## src/rtl/soc_ram_arbiter.sv

```systemverilog
// soc_ram_arbiter: round-robin arbiter for two masters sharing a single-port synchronous RAM.
// Optional bounded lock lets one master hold the RAM for up to MAX_BURST consecutive grants.
module soc_ram_arbiter #(
    parameter int DW        = 16,
    parameter int RAM_AW    = 7,
    parameter int MAX_BURST = 8
) (
    input  logic              clk,
    input  logic              rst,
    input  logic              m0_req,
    input  logic              m0_we,
    input  logic              m0_lock,
    input  logic [RAM_AW-1:0] m0_addr,
    input  logic [DW-1:0]     m0_wdata,
    output logic              m0_gnt,
    output logic              m0_rvalid,
    output logic [DW-1:0]     m0_rdata,
    input  logic              m1_req,
    input  logic              m1_we,
    input  logic              m1_lock,
    input  logic [RAM_AW-1:0] m1_addr,
    input  logic [DW-1:0]     m1_wdata,
    output logic              m1_gnt,
    output logic              m1_rvalid,
    output logic [DW-1:0]     m1_rdata,
    output logic              ram_en,
    output logic              ram_we,
    output logic [RAM_AW-1:0] ram_addr,
    output logic [DW-1:0]     ram_wdata,
    input  logic [DW-1:0]     ram_rdata
);
    localparam int CW = $clog2(MAX_BURST + 1);
    localparam logic [1:0] ARB   = 2'd0;
    localparam logic [1:0] LOCK0 = 2'd1;
    localparam logic [1:0] LOCK1 = 2'd2;
    logic [1:0]    state;
    logic          last;
    logic [CW-1:0] cnt;
    logic          lock_sel;
    // last is the index of the most recent winner; a tie goes to the other master
    always_comb begin
        m0_gnt    = !rst && m0_req && (state == LOCK0 || (state == ARB && (!m1_req || last)));
        m1_gnt    = !rst && m1_req && (state == LOCK1 || (state == ARB && (!m0_req || !last)));
        ram_en    = m0_gnt || m1_gnt;
        ram_we    = m0_gnt ? m0_we    : m1_gnt ? m1_we    : 1'b0;
        ram_addr  = m0_gnt ? m0_addr  : m1_gnt ? m1_addr  : '0;
        ram_wdata = m0_gnt ? m0_wdata : m1_gnt ? m1_wdata : '0;
        lock_sel  = m0_gnt ? m0_lock  : m1_gnt && m1_lock;
        m0_rdata  = m0_rvalid ? ram_rdata : '0;
        m1_rdata  = m1_rvalid ? ram_rdata : '0;
    end
    always_ff @(posedge clk or posedge rst) begin
        if (rst) begin
            state     <= ARB;
            last      <= 1'b1;
            cnt       <= '0;
            m0_rvalid <= 1'b0;
            m1_rvalid <= 1'b0;
        end else begin
            m0_rvalid <= m0_gnt && !m0_we;
            m1_rvalid <= m1_gnt && !m1_we;
            if (ram_en)
                last <= m1_gnt;
            // a single-grant burst limit never needs the lock states
            if (state == ARB) begin
                if (lock_sel && MAX_BURST > 1) begin
                    state <= m0_gnt ? LOCK0 : LOCK1;
                    cnt   <= CW'(1);
                end
            end else if (!ram_en || !lock_sel || cnt == CW'(MAX_BURST - 1)) begin
                state <= ARB;
                cnt   <= '0;
            end else begin
                cnt <= cnt + CW'(1);
            end
        end
    end
endmodule

```

## config.mk

```make
export PLATFORM = sky130hd
export DESIGN_NAME = soc_ram_arbiter
export DESIGN_NICKNAME = d
export VERILOG_FILES = /design/src/rtl/soc_ram_arbiter.sv
export SDC_FILE = /design/constraint.sdc
export NUM_CORES = 1
export LEC_CHECK = 0
export CAP_MARGIN = 20
export CORE_MARGIN = 8
export CORE_UTILIZATION = 27
export CTS_BUF_LIST = sky130_fd_sc_hd__clkbuf_4
export CTS_CLUSTER_DIAMETER = 50
export DETAILED_ROUTE_END_ITERATION = 8
export PLACE_DENSITY = 0.87
export SLEW_MARGIN = 30
export SYNTH_ARGS = -nofsm -noshare
export SYNTH_HDL_FRONTEND = slang
export SYNTH_SLANG_ARGS = --single-unit
```

## constraint.sdc

```tcl
create_clock -name clk -period 2.8 [get_ports clk]
set_input_delay 0.42 -clock clk [delete_from_list [all_inputs] [get_ports clk]]
set_output_delay 0.42 -clock clk [all_outputs]
set_load 0.005 [all_outputs]
```

Word-level counts from Yosys, hierarchy flattened. Index checks and enable logic that the tools add are counted.

Add/sub/neg operators: 1. Equality and inequality tests: 4. Muxes and demuxes: 16. Reduce and logical (&&, ||, !) cells: 27.

Operators by type and width (count): $mux W16 (4); $mux W7 (2); $mux W4 (3); $logic_and A1 B1 Y1 (9); $logic_not A1 Y1 (8); $mux W2 (4); $logic_or A1 B1 Y1 (7); $add A4 B1 Y4 const B (1); $eq A4 B3 Y1 const B (1); $mux W1 (3); $eq A2 B1 Y1 const B (1); $eq A2 B2 Y1 const B (1); $logic_not A2 Y1 (1); $ne A2 B2 Y1 const B (1); $reduce_and A2 Y1 (1); $reduce_bool A2 Y1 (1).

Bits in registers: 9. Input port bits: 70. Output and inout bits: 61. Word-level logic and storage cells: 53.

Longest topological paths before layout. Gate-level depths: netlist of run 1.

Depth in word-level cells: 12. Mapped depth: 5.

Worst setup path after synthesis of run 1. OpenSTA, ideal clock, no wires.

Path type: input port to output port. From: input port rst. To: output port ram_wdata[10]. Data arrival time: 1.299 ns. Slack: 1.081 ns. Stages: 4. Buffers on the path: 2. Cells stage by stage: buf_2 nor3_4 buf_6 a22o_1.

Elaborated cells on any way between the ends: 7. Classes of those cells: mux: 2; reduce/logical: 5.

RTL lines: from (decl) (RTL line 9) `input logic rst,`; $logic_not A1 Y1 (no source line); $logic_and A1 B1 Y1 (2 in series) (RTL line 42) `m0_gnt = !rst && m0_req && (state == LOCK0 || (state == ARB && (!m1_req || last)));`; named net m0_gnt (RTL line 15) `output logic m0_gnt,`; $mux W16 (RTL line 47) `ram_wdata = m0_gnt ? m0_wdata : m1_gnt ? m1_wdata : '0;`; to (decl) (RTL line 29) `output logic [DW-1:0] ram_wdata,`.

The timed path passes the listed nets, and every way through them passes these cells.

Final worst setup path of run 1.
From: input port m1_req. To: output port ram_wdata[3].

Word-level cells in the longest chain between the ends: 6. Elaborated cells on any way between the ends: 9. Classes of those cells: mux: 2; reduce/logical: 7.

RTL lines: from (decl) (RTL line 18) `input logic m1_req,`; $logic_not A1 Y1 (RTL line 42); $logic_or A1 B1 Y1 (RTL line 42); $logic_and A1 B1 Y1 (RTL line 42); $logic_or A1 B1 Y1 (RTL line 42); $logic_and A1 B1 Y1 (RTL line 42); $mux W16 * (RTL line 47).

Mark *: on every way between the ends. The rest lies on a longest branch, timed or not.

==> results.yml, run 1 <==
status:
  outcome: "complete, no violations"
setup_path:
  path_delay_family: "buffers and inverters"
  rr_worst_depth: 6
  critPathArrivalTime_ps: 2210
  critPathLaunchType: "primary input"
  cp_max_fo: 28
  crit_path_cell_trace: "clkdlybuf4s50_1 -> nor3b_2 -> nor3_4 -> buf_12 -> a22o_1 -> clkdlybuf4s50_1"
  cpPeakStageDelay_ps: 530
  path_class: "in2out"
  critPathCaptureType: "primary output"
  critPathBufInv: 3
  path_depth: 6
  cp_common_cell: "clkdlybuf4s50_1"
  required_ps: 2380
  slowest_stage: "clkdlybuf4s50_1"
pwr:
  power_per_cell_area_nw_per_um2: 260
  ir_drop_v: 0.000218
  leakagePower_nw: 0.955
sta:
  post-route-min-period_ps: 2630
  hold_viol: 0
  maxClockFrequency_ghz: 0.380
  fin_crit_sh: 0.941
  holdWs_ps: 523
  skew_ps: 5.03
  worst_slew_pin_slew_ps: 414
  rsz0062_at_grt: "false"
  setup_ws_ps: 165
  slew_headroom: 0.723
  drv_slew: 0
  setup_viol_count_final: 0
  fin_setup_tns_ps: 0
die:
  placementRows: 21
  dieArea_um2: 5740
  coreArea_um2: 3390
  die_y_um: 75.8
  initial_core_util: 0.285
  num_io_pins: 131
  die_x_um: 75.8
grt:
  overflow: 0
  grt_max_degree: 29
  grt_pass1_vias: 1420
  grt_usage: 0.152
  grt_pass1_wl_mm: 6.73
  antenna_found_initial: 0
logic_synthesis:
  yosysTopAreaCellShare: 0.218
  synthesis.nets: 179
  syn-cell-area_um2: 965
  postSynthCellCount: 108
  ys_async_sr_fraction: 1.00
  yosysWarnings: 0
  synth_top_area_cell: "a22o_1"
  ys_seq_area_frac: 0.235
  synthTopCellsByArea: "a22o_1, and2_1, dfrtp_1"
  avgSynthCellArea_um2: 8.93
  synth_edf_count: 0
  synth_seq_cells: 9
  yosysMostFrequentCell: "and2_1"
  ys.flop_type: "dfrtp_1"
  ys_types: 26
  yosys-top-cells-count: "and2_1, a22o_1, dfrtp_1"
clock_network:
  path_clk_slew_ps: 60
  hold_buffers: 0
  clkLatencyLatePin_ps: 260
  cts_setup_buffers: 0
  cts_tree: "yes"
  root_buffer: "clkbuf_4"
  cts_htree_levels: 1
  cts_resized: 0
  clock-sinks: 9
  clockBufferDepth: 2
  cts_buffers: 3
routing:
  viasPerCell: 4.72
  wl_mm: 4.59
  drt-initial-drc-count: 15
  drt-pass1-iter-count: 4
  drc_errors: 0
  top_layer: "met4"
  wire_per_inst_um: 16.1
  routed-wl-met3_mm: 1.01
  dr_wl_met2_mm: 1.99
  drt-met1-wl_mm: 1.55
  antenna_left: 0
  vias: 1344
worst_hold_path:
  holdPathStages: 2
  hold_path.class: "reg2reg"
placed_design:
  place_ws_ps: 148
  dp_hpwl_mm: 4.00
  placed_cell_area_um2: 2320
  numPortBuffers: 130
  place_congestion: 0.748
final_layout:
  stdcell_area_um2: 2350
  layout-drive-gt1-share: 0.0586
  fin_nets: 311
  area_growth_pct: 143
  n_antenna_cell: 0
run:
  maxCapViolations: 0
## registers in the layout, indices dropped and copies added (netlist names)
| signal | flops |
|---|---|
| cnt | 4 |
| state | 2 |
| last | 1 |
| m1_rvalid | 1 |
| m0_rvalid | 1 |
## per-stage QoR
step	total power, mW	instances	util
global placement	0.499	281	0.683
finish	0.609	285	0.692
CTS	0.619	285	0.692
floorplan	0.284	108	-
global route	0.654	285	0.692
detailed placement	0.505	281	0.683
## cell usage in the layout, fill, tap and decap left out, types with 3 or more instances in the layout
| cell | instances |
|---|---|
| nand2_1 | 4 |
| a22o_1 | 24 |
| clkdlybuf4s50_1 | 130 |
| nand2b_1 | 3 |
| and2_1 | 32 |
| dfrtp_1 | 8 |
| nand3b_1 | 3 |
| mux2i_1 | 4 |
| a21oi_1 | 4 |
| clkbuf_4 | 4 |
| buf_4 | 3 |
## power by group
part           total, mW  switching (mW)  internal (mW)  leakage, nW
registers          0.166          0.0177          0.148        0.118
clock network      0.110          0.0455         0.0646       0.0184
logic              0.334           0.109          0.224        0.819
total              0.609           0.172          0.437        0.955
## layer usage
metal,vias up,GRT usage
met5,-,0
met4,0,0.0448
met3,5,0.114
met2,107,0.256
met1,580,0.141
li1,652,-
## worst paths after layout
check	from	to	slack [ps]
max	m1_req	ram_wdata[3]	170
min	last$_DFFE_PP1P_	last$_DFFE_PP1P_	520
max reg2reg	last$_DFFE_PP1P_	cnt[1]$_DFFE_PP0P_	1060
min reg2reg	last$_DFFE_PP1P_	last$_DFFE_PP1P_	520
max in group asynchronous	rst	last$_DFFE_PP1P_	1810
min in group asynchronous	rst	m0_rvalid$_DFF_PP0_	690
## kinds of logic after synthesis
family                     share of synthesized area
buffers and inverters                         0.0597
adders and majority gates                     0.0130
DFF                                            0.235
muxes                                         0.0415
AOI/OAI and AO/OA                              0.271
and+or+nand+nor                                0.362
xor gates and xnor gates                      0.0182
## worst register-to-register path: stages (launching register included)
cell,delay (ps)
dfstp_2,550
and3b_1,230
nor3_4,50
buf_4,210
buf_4,150
a22oi_4,220
mux2i_1,240
## area by class of cell
cell class              instances  area [um2]
clock buffers                   4        30.0
fillers                       277        1040
inverters                       2        7.51
multi-input cells              90         681
flip-flops and latches          9         226
well taps                      46        57.6
repair buffers                134        1340
No activity file was read; power rests on OpenSTA's default activity.
==> inputs of run 2 (changes only) <==
- ABC_AREA: not set -> 1
- CORE_ASPECT_RATIO: not set -> 0.75
- CORE_UTILIZATION: 27 -> 30
- PLACE_DENSITY: 0.87 -> 0.89
==> run 2 against run 1 <==
Worst hold slack got worse by 0.65 ps. Critical path depth increased by 1. Global-route usage increased by 0.58 points. Sequential power about the same. Total power increased by 0.37%. Synthesized cell count increased by 87%. Maximum frequency increased by 2.5%. Clock skew decreased by 2.7 ps. Final cell count increased by 33%. Non-clock buffer count decreased by 4. Critical path type unchanged. Largest power group unchanged. Highest routed layer unchanged.
==> results.yml, run 2 <==
clock_network:
  clockBufferDepth: 2
  cts_tree: "yes"
  cts_htree_levels: 1
  clock-sinks: 9
  hold_buffers: 0
  clkLatencyLatePin_ps: 270
  path_clk_slew_ps: 60
  cts_resized: 0
  cts_setup_buffers: 0
  cts_buffers: 3
  root_buffer: "clkbuf_4"
setup_path:
  critPathArrivalTime_ps: 2150
  r2r_end: "cnt[3]$_DFFE_PP0P_"
  critPathCaptureType: "primary output"
  reg2reg_from: "last$_DFFE_PP1P_"
  path_delay_family: "buffers and inverters"
  required_ps: 2380
  path_depth: 7
  cp_max_fo: 25
  cp_common_cell: "clkdlybuf4s50_1"
  cpPeakStageDelay_ps: 530
  slowest_stage: "clkdlybuf4s50_1"
  critPathBufInv: 3
  path_class: "in2out"
  critPathLaunchType: "primary input"
  crit_path_cell_trace: "clkdlybuf4s50_1 -> nor2_4 -> nand2_2 -> inv_4 -> nand2_1 -> a21oi_1 -> clkdlybuf4s50_1"
  rr_worst_depth: 6
  r2r_setup_slack_ps: 1540
final_layout:
  fillers: 313
  largest_register_ffs: 4
  multi_input_area_um2: 649
  top_regs: "cnt (4), state (2)"
  area_growth_pct: 119
  final_cell_mix: "clkdlybuf4s50_1, nand2_1, inv_1"
  fin_nets: 400
  layout-drive-gt1-share: 0.0823
  seq_area_um2: 226
  final_cells: 380
  final_core_util: 0.675
  top_register: "cnt"
  layout_commonest_cell: "clkdlybuf4s50_1"
  n_antenna_cell: 0
logic_synthesis:
  synth_seq_cells: 9
  yosysTopAreaCellShare: 0.344
  yosysMostFrequentCell: "nand2_1"
  ys_seq_area_frac: 0.204
  ys_async_sr_fraction: 1.00
  yosysWarnings: 0
  ys_types: 25
  synthesis.nets: 273
  synth_top_area_cell: "nand2_1"
  avgSynthCellArea_um2: 5.51
  postSynthCellCount: 202
  synth_edf_count: 0
  ys.flop_type: "dfrtp_1"
  syn-cell-area_um2: 1110
  synthTopCellsByArea: "nand2_1, dfrtp_1, inv_1"
  yosys-top-cells-count: "nand2_1, inv_1, nand2_2"
grt:
  overflow: 0
  grt_pass1_wl_mm: 7.41
  grt_max_degree: 26
  antenna_found_initial: 0
  grt_pass1_vias: 1568
  grt_usage: 0.158
worst_hold_path:
  hold_path.class: "reg2reg"
  holdPathStages: 2
  hold_path_end: "last$_DFFE_PP1P_"
  hp-start: "last$_DFFE_PP1P_"
die:
  num_io_pins: 131
  initial_core_util: 0.308
  dieArea_um2: 5930
  coreArea_um2: 3610
  placementRows: 19
  die_x_um: 86.3
  die_y_um: 68.7
sta:
  hold_viol: 0
  rsz0062_at_grt: "false"
  slew_headroom: 0.668
  fin_crit_sh: 0.918
  setup_ws_ps: 228
  maxClockFrequency_ghz: 0.389
  post-route-min-period_ps: 2570
  skew_ps: 2.35
  fin_setup_tns_ps: 0
  drv_slew: 0
  worst_slew_pin_slew_ps: 498
  setup_viol_count_final: 0
status:
  outcome: "complete, no violations"
routing:
  vias: 1615
  viasPerCell: 4.25
  drt-initial-drc-count: 58
  antenna_left: 0
  wl_mm: 5.13
  wire_per_inst_um: 13.5
  drc_errors: 0
  drt-pass1-iter-count: 4
placed_design:
  place_ws_ps: 204
  dp_cells: 376
  place_congestion: 0.871
  numPortBuffers: 130
  dp_hpwl_mm: 4.44
pwr:
  ir_drop_v: 0.000334
  leakagePower_nw: 1.33
  power_per_cell_area_nw_per_um2: 251
  fin_total_pwr_mw: 0.612
run:
  maxCapViolations: 0
## run 2: worst max path at each step
| stage | to | slack, ps | from |
|---|---|---|---|
| final | ram_we | 230 | rst |
| after global routing | ram_we | 90 | rst |
| after CTS | ram_we | 200 | rst |
| after detailed placement | ram_we | 200 | rst |
| after global placement | ram_we | 240 | rst |
| after floorplan | ram_wdata[10] | 1290 | last$_DFFE_PP1P_ |
## run 2: kinds of logic after synthesis
family,count (synthesis),share of synthesized area
AND/OR/NAND/NOR,135,0.533
flip-flops,9,0.204
XOR/XNOR,2,0.0158
buffers and inverters,50,0.213
AO/OA/AOI/OAI,5,0.0236
adder cells (fa/ha/maj),1,0.0112
## run 2: layer usage
layer	wire length, um	GRT usage
met4	59	0.0385
met3	417	0.0391
met1	1950	0.161
met5	0	0
met2	2700	0.322
## run 2: area by class of cell
class                      count  share of cell area
timing repair buffer         130               0.534
multi-input combinational    143               0.266
sequential                     9              0.0929
inverter                      42              0.0678
tap                           52              0.0267
clock buffer                   4              0.0123
## run 2: per-stage QoR
stage	cell area (um2)	hold WS (ps)
3_3_place_gp	2410	516
4_1_cts	2440	522
2_1_floorplan	1110	247
3_5_place_dp	2410	520
6_report	2440	522
5_1_grt	2440	550
## run 2: power breakdown
| group | switching [mW] | internal, mW | total (mW) |
|---|---|---|---|
| Sequential | 0.0177 | 0.147 | 0.165 |
| Clock | 0.0505 | 0.0649 | 0.115 |
| Combinational | 0.129 | 0.203 | 0.331 |
| Total | 0.197 | 0.415 | 0.612 |
## run 2: worst reg2reg max path: stages (launching register included)
cell	delay (ps)
dfstp_2	540
inv_1	50
nand3_1	160
nand3_2	160
nand2_2	140
nand3_1	80
nand2_1	70
==> inputs of run 3 (changes only) <==
- ABC_AREA: 1 -> not set
- CAP_MARGIN: 20 -> 10
- CORE_UTILIZATION: 30 -> 27
- PLACE_DENSITY: 0.89 -> 0.87
- SETUP_SLACK_MARGIN: not set -> 0.5
==> run 3 against run 2 <==
Non-clock buffer count up 19. Die area is 2.9% lower. Critical path type is now reg2out. Utilization increased by 5.6 points. Combinational power grew 13%. Total power rose by 7.7%. First-iteration DRC count is 6.9% higher. Clock skew hardly changed. Clock power about the same. Sequential power hardly changed. Maximum frequency rose by 11%. Worst setup slack better by 250 ps.
==> results.yml, run 3 (synthesis results as in run 1) <==
setup_path:
  critPathCaptureType: "primary output"
  path_class: "reg2out"
  startpoint: "last$_DFFE_PP1P_"
  required_ps: 2380
  cp_max_fo: 6
  r2r_setup_slack_ps: 770
  critPathLaunchType: "flip-flop"
  reg2reg_from: "last$_DFFE_PP1P_"
  critPathArrivalTime_ps: 1900
  r2r_end: "cnt[2]$_DFFE_PP0P_"
  rr_worst_depth: 9
final_layout:
  layout-drive-gt1-share: 0.209
  fillers: 269
  layout_commonest_cell: "clkdlybuf4s50_1"
  n_antenna_cell: 0
  top_register: "cnt"
  top_regs: "cnt (4), state (2)"
  final_cells: 294
  area_growth_pct: 154
  fin_nets: 326
  largest_register_ffs: 4
  final_core_util: 0.730
  final_cell_mix: "clkdlybuf4s50_1, and2_1, a22o_1"
routing:
  drc_errors: 0
  drt-pass1-iter-count: 4
  antenna_left: 0
  wire_per_inst_um: 18.9
  wl_mm: 5.56
  viasPerCell: 4.88
  drt-initial-drc-count: 62
  vias: 1434
placed_design:
  place_congestion: 0.814
  dp_hpwl_mm: 3.94
  dp_cells: 274
  numPortBuffers: 130
die:
  die_x_um: 85.0
  initial_core_util: 0.287
  dieArea_um2: 5760
  placementRows: 18
  coreArea_um2: 3360
  num_io_pins: 131
  die_y_um: 67.8
pwr:
  power_switching_mw: 0.203
  seqPwrFrac: 0.254
  swShare: 0.308
  p_comb_frac: 0.567
  p_int_mw: 0.456
  power_per_cell_area_nw_per_um2: 269
  fin_total_pwr_mw: 0.659
  leakagePower_nw: 1.12
  clock_power_share: 0.179
  ir_drop_v: 0.000181
sta:
  drv_slew: 0
  setup_viol_count_final: 0
  hold_viol: 0
  slew_headroom: 0.711
  fin_crit_sh: 0.828
  rsz0062_at_grt: "true"
  maxClockFrequency_ghz: 0.431
  fin_setup_tns_ps: 0
  holdWs_ps: 409
  skew_ps: 2.14
  worst_slew_pin_slew_ps: 432
  post-route-min-period_ps: 2320
grt:
  antenna_found_initial: 0
  grt_max_degree: 18
  grt_usage: 0.181
  grt_pass1_wl_mm: 8.03
  overflow: 0
  grt_pass1_vias: 1466
clock_network:
  hold_buffers: 0
  cts_buffers: 3
  clockBufferDepth: 2
  path_clk_slew_ps: 60
  root_buffer: "clkbuf_4"
  cts_htree_levels: 1
  clkLatencyLatePin_ps: 280
  clock-sinks: 9
  cts_tree: "yes"
worst_hold_path:
  hold_path.class: "in2async"
status:
  outcome: "complete, no violations"
run:
  maxCapViolations: 0
==> run 3: cell count changes in the layout (fill, tap and decap cells not counted), moves of 4 or more <==
cell,delta
buf_4,+11
inv_1,-36
dlygate4sd2_1,+4
and2_1,+32
a22o_1,+24
nand3_1,-5
nand2_1,-98
clkbuf_2,+21
clkdlybuf4s50_1,-29
nand2_2,-13
mux2i_1,+4
==> run 3: layout make-up <==
type	instances	area [um2]	area share
Sequential cell	9	228	0.0929
Inverter	2	7.51	0.00306
Clock buffer	4	30.0	0.0123
Tap cell	40	50.0	0.0204
Multi-Input combinational cell	90	696	0.284
Timing Repair Buffer	149	1440	0.588
==> run 3: power groups by stage <==
stage               registers [mW]  logic [mW]  clock network, mW
floorplan                    0.162       0.122                  0
global placement             0.168       0.331                  0
global route                 0.169       0.404              0.129
finish                       0.168       0.373              0.118
CTS                          0.166       0.358              0.117
detailed placement           0.168       0.336                  0
==> run 3: how the worst max path moves through the flow <==
stage / endpoint / slack (ps) / cells after the start
finish: ram_wdata[15] / 480 / 8
global route: ram_wdata[15] / 440 / 8
CTS: ram_wdata[2] / 330 / 6
detailed placement: ram_wdata[2] / 140 / 5
global placement: ram_wdata[2] / 160 / 5
floorplan: ram_wdata[10] / 1080 / 4
==> run 3: worst max-delay path, stage by stage (launching register included) <==
cell and delay (ps):
dfstp_2 380, buf_4 140, nor3b_4 260, nor3_4 90, buf_4 150, buf_6 120
buf_16 130, a22o_1 240, clkbuf_2 120
==> run 3: stage by stage <==
step	setup WS [ps]	area (um2)
finish	480	2450
global route	439	2450
CTS	326	2470
detailed placement	137	2310
global placement	165	2310
floorplan	1080	965
==> run 3: what timing repair did <==
item	4_1_cts	5_1_grt
pin swaps	2	3
gates resized for setup	35	47
cloned	3	0
setup buffers	7	6
setup endpoints to repair	26	25
endpoints found under the hold margin	0	0
==> run 3: metal layers <==
| metal | track usage | wire (um) | vias up |
|---|---|---|---|
| li1 | - | - | 688 |
| met3 | 0.0776 | 444 | 7 |
| met5 | 0 | 0 | - |
| met2 | 0.337 | 2940 | 75 |
| met4 | 0.0287 | 68 | 0 |
| met1 | 0.191 | 2100 | 664 |
